==> src/rtl/npc_ras_unit.sv <==
`default_nettype none
// ============================================================================
// Module   : npc_ras_unit
// Brief    : Registered next-PC unit for the MIPS32 datapath. Computes the
//            successor word address for sequential, branch, jump, register
//            jump and return flow, with an exception redirect, a stall hold
//            and a circular return-address stack predicting JR $ra targets.
// Revision : 1.0 - initial release
// ============================================================================
module npc_ras_unit #(
    parameter int              ADDR_W    = 30,
    parameter int              RAS_DEPTH = 4,
    parameter logic [ADDR_W-1:0] RESET_PC = 'h0000_0C00,
    parameter logic [ADDR_W-1:0] EXC_VEC  = 'h0000_1060
) (
    input  logic              clk,
    input  logic              rst,
    input  logic              stall,
    input  logic              exc,
    input  logic [2:0]        nPCOp,
    input  logic              zero,
    input  logic [15:0]       imm16,
    input  logic [25:0]       imm26,
    input  logic [ADDR_W-1:0] rs_val,
    output logic [ADDR_W-1:0] pc_out,
    output logic [ADDR_W-1:0] link_out,
    output logic              ras_empty,
    output logic              ras_full,
    output logic              ret_mispredict
);

    localparam int c_PTR_W = $clog2(RAS_DEPTH);
    localparam int c_CNT_W = $clog2(RAS_DEPTH + 1);

    localparam logic [2:0] c_OP_NML = 3'b000;
    localparam logic [2:0] c_OP_BEQ = 3'b001;
    localparam logic [2:0] c_OP_J   = 3'b010;
    localparam logic [2:0] c_OP_BNE = 3'b011;
    localparam logic [2:0] c_OP_JAL = 3'b100;
    localparam logic [2:0] c_OP_JR  = 3'b101;
    localparam logic [2:0] c_OP_RET = 3'b110;

    localparam logic [c_CNT_W-1:0] c_CNT_MAX = c_CNT_W'(RAS_DEPTH);

    logic [ADDR_W-1:0]  r_pc;
    logic [c_PTR_W-1:0] r_top;
    logic [c_CNT_W-1:0] r_count;
    logic               r_mispredict;
    logic [ADDR_W-1:0]  r_stack [RAS_DEPTH];

    logic [ADDR_W-1:0]  w_seq;
    logic [ADDR_W-1:0]  w_sext;
    logic [ADDR_W-1:0]  w_branch;
    logic [ADDR_W-1:0]  w_jtarget;
    logic [ADDR_W-1:0]  w_top_val;
    logic [c_PTR_W-1:0] w_push_idx;
    logic               w_empty;
    logic               w_full;
    logic               w_advance;
    logic [ADDR_W-1:0]  w_next;
    logic               w_push;
    logic               w_pop;
    logic               w_mispredict;

    assign w_seq      = r_pc + ADDR_W'(1);
    assign w_sext     = {{(ADDR_W-16){imm16[15]}}, imm16};
    assign w_branch   = w_seq + w_sext;
    assign w_jtarget  = {r_pc[ADDR_W-1:26], imm26};
    assign w_top_val  = r_stack[r_top];
    assign w_push_idx = r_top + c_PTR_W'(1);
    assign w_empty    = (r_count == '0);
    assign w_full     = (r_count == c_CNT_MAX);
    // Flow ops only take effect when nothing higher priority claims the cycle
    assign w_advance  = !rst && !exc && !stall;

    // Successor selection and RAS push/pop requests
    always_comb begin
        w_next       = w_seq;
        w_push       = 1'b0;
        w_pop        = 1'b0;
        w_mispredict = 1'b0;
        case (nPCOp)
            c_OP_BEQ: w_next = zero ? w_branch : w_seq;
            c_OP_BNE: w_next = zero ? w_seq : w_branch;
            c_OP_J:   w_next = w_jtarget;
            c_OP_JAL: begin
                w_next = w_jtarget;
                w_push = w_advance;
            end
            c_OP_JR:  w_next = rs_val;
            c_OP_RET: begin
                if (!w_empty) begin
                    // Trust the stack; flag when the register disagrees
                    w_next       = w_top_val;
                    w_pop        = w_advance;
                    w_mispredict = (w_top_val != rs_val);
                end else begin
                    w_next = rs_val;
                end
            end
            default:  w_next = w_seq;
        endcase
    end

    // PC, stack pointers and mispredict pulse with rst > exc > stall priority
    always_ff @(posedge clk) begin
        if (rst) begin
            r_pc         <= RESET_PC;
            r_top        <= '0;
            r_count      <= '0;
            r_mispredict <= 1'b0;
        end else if (exc) begin
            r_pc         <= EXC_VEC;
            r_mispredict <= 1'b0;
        end else if (stall) begin
            r_mispredict <= 1'b0;
        end else begin
            r_pc         <= w_next;
            r_mispredict <= w_mispredict;
            if (w_push) begin
                r_top <= w_push_idx;
                if (!w_full) begin
                    r_count <= r_count + c_CNT_W'(1);
                end
            end else if (w_pop) begin
                r_top   <= r_top - c_PTR_W'(1);
                r_count <= r_count - c_CNT_W'(1);
            end
        end
    end

    // Stack storage; a push when full lands on the oldest slot
    always_ff @(posedge clk) begin
        if (w_push) begin
            r_stack[w_push_idx] <= w_seq;
        end
    end

    assign pc_out         = r_pc;
    assign link_out       = w_seq;
    assign ras_empty      = w_empty;
    assign ras_full       = w_full;
    assign ret_mispredict = r_mispredict;

endmodule
`default_nettype wire

==> config.mk <==
export PLATFORM = sky130hd
export DESIGN_NAME = npc_ras_unit
export DESIGN_NICKNAME = d
export VERILOG_FILES = /design/src/rtl/npc_ras_unit.sv
export SDC_FILE = /design/constraint.sdc
export NUM_CORES = 1
export LEC_CHECK = 0
export CAP_MARGIN = 20
export CORE_ASPECT_RATIO = 0.8
export CORE_UTILIZATION = 45
export DETAILED_ROUTE_END_ITERATION = 6
export PLACE_DENSITY = 0.71
export SETUP_SLACK_MARGIN = 0.4
export SLEW_MARGIN = 25
export SYNTH_ARGS = -nofsm -noshare
export SYNTH_HDL_FRONTEND = slang
export SYNTH_SLANG_ARGS = --single-unit
==> constraint.sdc <==
create_clock -name clk -period 4.2 [get_ports clk]
set_clock_uncertainty 0.1 [all_clocks]
set_input_delay 0.84 -clock clk [delete_from_list [all_inputs] [get_ports clk]]
set_output_delay 0.84 -clock clk [all_outputs]
set_load 0.01 [all_outputs]
==> flow_summary.json, run 1 <==
{
  "clk_pin_slew_ns": 0.06,
  "drcViolationCount": 0,
  "dieWidth_um": 160,
  "grt_overflow": 0,
  "place.detailed.hpwl_mm": 21.4,
  "crit_chain": "nand3_2 > or3_4 > nor3_4 > buf_12 > nand3_1 > xnor2_2 > buf_4 > clkdlybuf4s50_1",
  "ys_seq_area_frac": 0.483,
  "totalWireLength_mm": 29.2,
  "port_buffers": 142,
  "grt_pass1_vias": 7317,
  "tritoncts": "yes",
  "detail_route.first_pass.iterations": 5,
  "period_share": 0.883,
  "final_cell_mix": "clkdlybuf4s50_1, edfxtp_1, buf_4, xnor2_1, nand2_1",
  "cts_max_level": 4,
  "cts_hold_buf": 0,
  "syn_area_per_cell_um2": 11.7,
  "power_leakage_nw": 4.33,
  "gp_congestion": 0.948,
  "antenna_cells": 0,
  "dieArea_um2": 20600,
  "grt_pass1_wl_mm": 43.3,
  "synth_seq_cells": 158,
  "die_h_um": 129,
  "fmax_ghz": 0.270,
  "cts_buffer_depth": 2,
  "drt_iter0_drc": 682,
  "ant_nets": 0,
  "cpMaxStageDelayCell": "clkdlybuf4s50_1",
  "endpoint_kind": "output pin",
  "hold_violations": 0,
  "via_per_inst": 6.19,
  "cts_root_buf": "clkbuf_16",
  "drive_gt1_frac": 0.185,
  "cp_max_fo": 6,
  "grt_max_degree": 30,
  "post_dp_cell_area_um2": 11200,
  "synth-edff-count": 120,
  "post_drt_wl_per_cell_um": 23.7,
  "slew_headroom": 0.364,
  "start_util": 0.468,
  "worstPathRequired_ns": 3.26,
  "pin_count": 143,
  "layout_commonest_cell": "clkdlybuf4s50_1",
  "cts_sinks": 158,
  "nNetsFinal": 1078,
  "synth-main-ff-cell": "edfxtp_1",
  "cap_violations": 0,
  "placement_rows": 45,
  "power.total_mw": 3.93,
  "crit_type": "flip-flop to output pin",
  "status": "completed",
  "tns_ns": 0,
  "stdcell_area_um2": 12000,
  "track_usage": 0.287,
  "rsz0062_at_grt": "false",
  "clk_latency_ns": 0.43,
  "syn2layout_area_growth_pct": 32.6,
  "core_um2": 19300,
  "fill_cells": 1535,
  "antenna_found_initial": 0,
  "report.final.slew_viol_count": 0,
  "synth.distinct_cells": 65,
  "critPathArrivalTime_ns": 2.77,
  "crit_path_start_kind": "flip-flop",
  "p_per_area_nw_per_um2": 328,
  "min_period_ns": 3.71,
  "syn_inst": 770,
  "cts_buffers": 17,
  "vias": 7622,
  "synth_nets": 888,
  "worst_pin_slew_ns": 0.953,
  "synthArstFlopShare": 0,
  "hp-class": "flip-flop to flip-flop",
  "yosys_warnings": 0,
  "setup_viol": 0,
  "ir_drop_mv": 0.252,
  "max_stage_delay_ns": 0.54,
  "syn-cell-area_um2": 9030,
  "r2r_slack_ns": 0.55
}
## cell usage after synthesis, types with 3 or more instances
| master | n | area (µm²) |
|---|---|---|
| o21ai_1 | 4 | 20.0 |
| a21oi_1 | 42 | 210 |
| clkbuf_1 | 28 | 105 |
| nor2b_1 | 6 | 37.5 |
| nand4_1 | 13 | 81.3 |
| nand3_1 | 18 | 90.1 |
| xnor2_1 | 65 | 569 |
| o22ai_1 | 5 | 31.3 |
| a221o_1 | 27 | 270 |
| nand3_2 | 3 | 30.0 |
| a221oi_1 | 33 | 289 |
| mux4_2 | 30 | 676 |
| nor2_1 | 32 | 120 |
| xor2_1 | 15 | 131 |
| a31oi_1 | 7 | 43.8 |
| or3_1 | 5 | 31.3 |
| o21ai_0 | 34 | 170 |
| o21bai_1 | 4 | 30.0 |
| inv_1 | 23 | 86.3 |
| nand2b_1 | 5 | 31.3 |
| mux2i_1 | 7 | 70.1 |
| and3_1 | 14 | 87.6 |
| and2_1 | 8 | 50.1 |
| and4_1 | 3 | 26.3 |
| buf_2 | 4 | 20.0 |
| a211oi_1 | 5 | 37.5 |
| ha_1 | 36 | 450 |
| o211ai_1 | 8 | 60.1 |
| o211a_1 | 4 | 40.0 |
| nor3b_1 | 3 | 22.5 |
| nor3_1 | 18 | 90.1 |
| or2_2 | 4 | 25.0 |
| a21o_1 | 14 | 105 |
| dfxtp_1 | 38 | 761 |
| nand2_1 | 47 | 176 |
| edfxtp_1 | 120 | 3600 |
| o21a_1 | 4 | 30.0 |
## cell families after synthesis
logic type / Yosys count / synth area share
adders and majority gates: 38 / 0.0543
xor gates and xnor gates: 80 / 0.0776
buffers and inverters: 57 / 0.0251
and+or+nand+nor: 192 / 0.112
AOI/OAI and AO/OA: 207 / 0.163
muxes: 38 / 0.0842
DFF: 158 / 0.483
## sequential cells by signal, indices dropped and copies added (netlist names), named ones only
signal / count
r_count: 3
ret_mispredict: 1
r_top: 2
pc_out: 30
r_stack: 120
## report_power, final
part / switching, mW / internal [mW] / leakage (nW)
combinational: 0.366 / 0.321 / 2.66
sequential: 0.0272 / 1.70 / 1.40
clock: 0.666 / 0.848 / 0.272
## per-layer routing
metal	GRT usage	wire, µm	share of wire
met1	0.424	13200	0.45
met2	0.415	12500	0.43
met3	0.0745	2990	0.10
met4	0.0756	475	0.016
met5	0	0	0
## metrics by stage
| stage | setup slack, ns | hold WS, ns | cells | utilization |
|---|---|---|---|---|
| after CTS | 0.348 | 0.446 | 1230 | 0.614 |
| final | 0.492 | 0.444 | 1231 | 0.620 |
| after global routing | 0.376 | 0.469 | 1231 | 0.620 |
| after detailed placement | 0.239 | 0.424 | 1196 | 0.579 |
| after floorplan | 0.420 | 0.394 | 770 | - |
| after global placement | 0.312 | 0.413 | 1196 | 0.579 |
## worst paths after layout
| path | startpoint | end | cells past startpoint |
|---|---|---|---|
| setup / recovery | pc_out[4] | link_out[23] | 8 |
| hold reg to reg | pc_out[8] | pc_out[8] | 2 |
| setup reg to reg | pc_out[0] | pc_out[29] | 15 |
| hold / removal | pc_out[8] | pc_out[8] | 2 |
## what timing repair did
item / 4_1_cts / 5_1_grt
pin swaps: 3 / 5
hold endpoints to repair: 0 / 0
resized for setup: 12 / 30
buffers inserted: 2 / 1
endpoints found under the setup margin: 18 / 30
## worst max-delay path, delay by kind of cell, from the launching register on
kind                      cells  cell delay [ns]
buffers and inverters         3             0.87
and+or+nand+nor               4             0.86
DFF                           1             0.41
xor gates and xnor gates      1             0.19
## area by class of cell
class / instances / area (µm²) / share of cell area
Multi-Input combinational cell: 555 / 4650 / 0.388
Sequential cell: 158 / 4380 / 0.365
Timing Repair Buffer: 205 / 1970 / 0.165
Clock buffer: 20 / 447 / 0.0373
Tap cell: 258 / 323 / 0.0269
Clock inverter: 12 / 128 / 0.0107
Inverter: 23 / 86.3 / 0.00721
No activity file was read; power rests on OpenSTA's default activity.
==> inputs of run 2 (changes only) <==
- GPL_ROUTABILITY_DRIVEN: unset -> 0
==> flow_summary.json, run 2 (synthesized netlist as in run 1, its figures left out) <==
{
  "status": "completed",
  "final_cell_mix": "clkdlybuf4s50_1, edfxtp_1, buf_4, xnor2_1, nand2_1",
  "fin_util": 0.621,
  "detail_route.first_pass.iterations": 6,
  "totalWireLength_mm": 28.7,
  "power.total_mw": 3.90,
  "min_period_ns": 3.76,
  "slew_headroom": 0.302,
  "clk_latency_ns": 0.43,
  "cts_root_buf": "clkbuf_16",
  "endpoint_kind": "output pin",
  "post_drt_wl_per_cell_um": 23.2,
  "dp_slack_ns": 0.241,
  "drive_gt1_frac": 0.185,
  "rsz0062_at_grt": "true",
  "tns_ns": 0,
  "sequentialPowerShare": 0.442,
  "endpoint": "link_out[23]",
  "worst_pin_slew_ns": 1.05,
  "p_clk_frac": 0.382,
  "critPathLaunch": "pc_out[0]",
  "fin_cells": 1238,
  "r2r_end": "pc_out[25]",
  "largest_reg_flops": 120,
  "grt_pass1_wl_mm": 42.4,
  "pin_count": 143,
  "setup_viol": 0,
  "nNetsFinal": 1085,
  "dieWidth_um": 160,
  "track_usage": 0.279,
  "crit_chain": "buf_4 > nand2_4 > or3_4 > nor3_4 > nand3_1 > xnor2_2 > buf_4 > clkdlybuf4s50_1",
  "stdcell_area_um2": 12000,
  "critPathArrivalTime_ns": 2.82,
  "placement_rows": 45,
  "ir_drop_mv": 0.212,
  "die_h_um": 129,
  "crit_type": "flip-flop to output pin",
  "antenna_cells": 0,
  "drt_iter0_drc": 839,
  "place.detailed.hpwl_mm": 20.9,
  "core_um2": 19300,
  "layout_commonest_cell": "clkdlybuf4s50_1",
  "cts_max_level": 4,
  "period_share": 0.895,
  "post_dp_cell_area_um2": 11200,
  "tritoncts": "yes",
  "path_depth": 8,
  "grt_overflow": 0,
  "fill_cells": 1538,
  "dp_cells": 1197,
  "switching_share": 0.270,
  "drcViolationCount": 0,
  "worst_slack_ns": 0.442,
  "crit_path_start_kind": "flip-flop",
  "r2r_slack_ns": 0.46,
  "vias": 7658,
  "worstPathRequired_ns": 3.26,
  "hold_depth": 2,
  "cts_buffer_depth": 2,
  "critPathTopFamily": "simple AND/OR/NAND/NOR gates",
  "clk_pin_slew_ns": 0.06,
  "grt_pass1_vias": 7038,
  "fin_hold_ws_ns": 0.447,
  "p_per_area_nw_per_um2": 325,
  "cts_buffers": 17,
  "crit_buf_inv": 3,
  "hp-class": "flip-flop to flip-flop",
  "cap_violations": 0,
  "grt_max_degree": 30,
  "cp_max_fo": 6,
  "syn2layout_area_growth_pct": 32.9,
  "cts_sinks": 158,
  "crit_path_frequent_cell": "buf_4",
  "port_buffers": 142,
  "reg2reg_depth": 15,
  "hold_violations": 0,
  "p_int_mw": 2.85,
  "max_stage_delay_ns": 0.54,
  "via_per_inst": 6.19,
  "switchingPower_mw": 1.05,
  "regMostFlops": "r_stack",
  "dieArea_um2": 20600,
  "fmax_ghz": 0.266,
  "report.final.slew_viol_count": 0,
  "ant_nets": 0,
  "antenna_found_initial": 0,
  "power_leakage_nw": 4.38,
  "comb_power_share": 0.176,
  "start_util": 0.468,
  "hp-start": "pc_out[8]",
  "cpMaxStageDelayCell": "clkdlybuf4s50_1",
  "r2r-start": "pc_out[0]"
}
[run 2: worst min-delay path by stage]
stage	to	slack (ns)
2_1_floorplan	r_count[2]	0.39
3_3_place_gp	r_count[2]	0.42
3_5_place_dp	r_count[2]	0.44
4_1_cts	r_count[2]	0.45
5_1_grt	pc_out[8]	0.46
6_report	pc_out[8]	0.45
[run 2: area by class of cell]
| type | count | area, µm² | share of cell area |
|---|---|---|---|
| clock inverters | 14 | 131 | 0.0109 |
| flip-flops and latches | 158 | 4370 | 0.365 |
| inverters | 23 | 86.3 | 0.00719 |
| well taps | 258 | 323 | 0.0269 |
| repair buffers | 212 | 2030 | 0.169 |
| multi-input cells | 555 | 4630 | 0.385 |
| clock buffers | 18 | 429 | 0.0358 |
[run 2: worst min-delay path: stages (launching register included)]
cell      delay [ns]
dfxtp_2         0.35
inv_1           0.07
a221oi_1        0.08
[run 2: power groups by stage]
stage	clock, mW	combinational [mW]	sequential [mW]
CTS	1.50	0.657	1.72
finish	1.49	0.686	1.72
detailed placement	0	0.647	1.76
global placement	0	0.643	1.76
global route	1.57	0.730	1.73
floorplan	0	0.329	1.76
[run 2: layer usage]
metal  vias up  wire (µm)  GRT usage
met2       464      12100      0.394
li1       3430          -          -
met1      3741      13100      0.431
met5         -          0          0
met3        23       3300     0.0635
met4         0        256     0.0616
[run 2: repair_timing]
item | in CTS | in global routing
pin swaps | 2 | 7
hold buffers | 0 | 0
hold endpoints to repair | 0 | 0
setup endpoints to repair | 16 | 25
buffers inserted | 1 | 8
resized for setup | 11 | 27
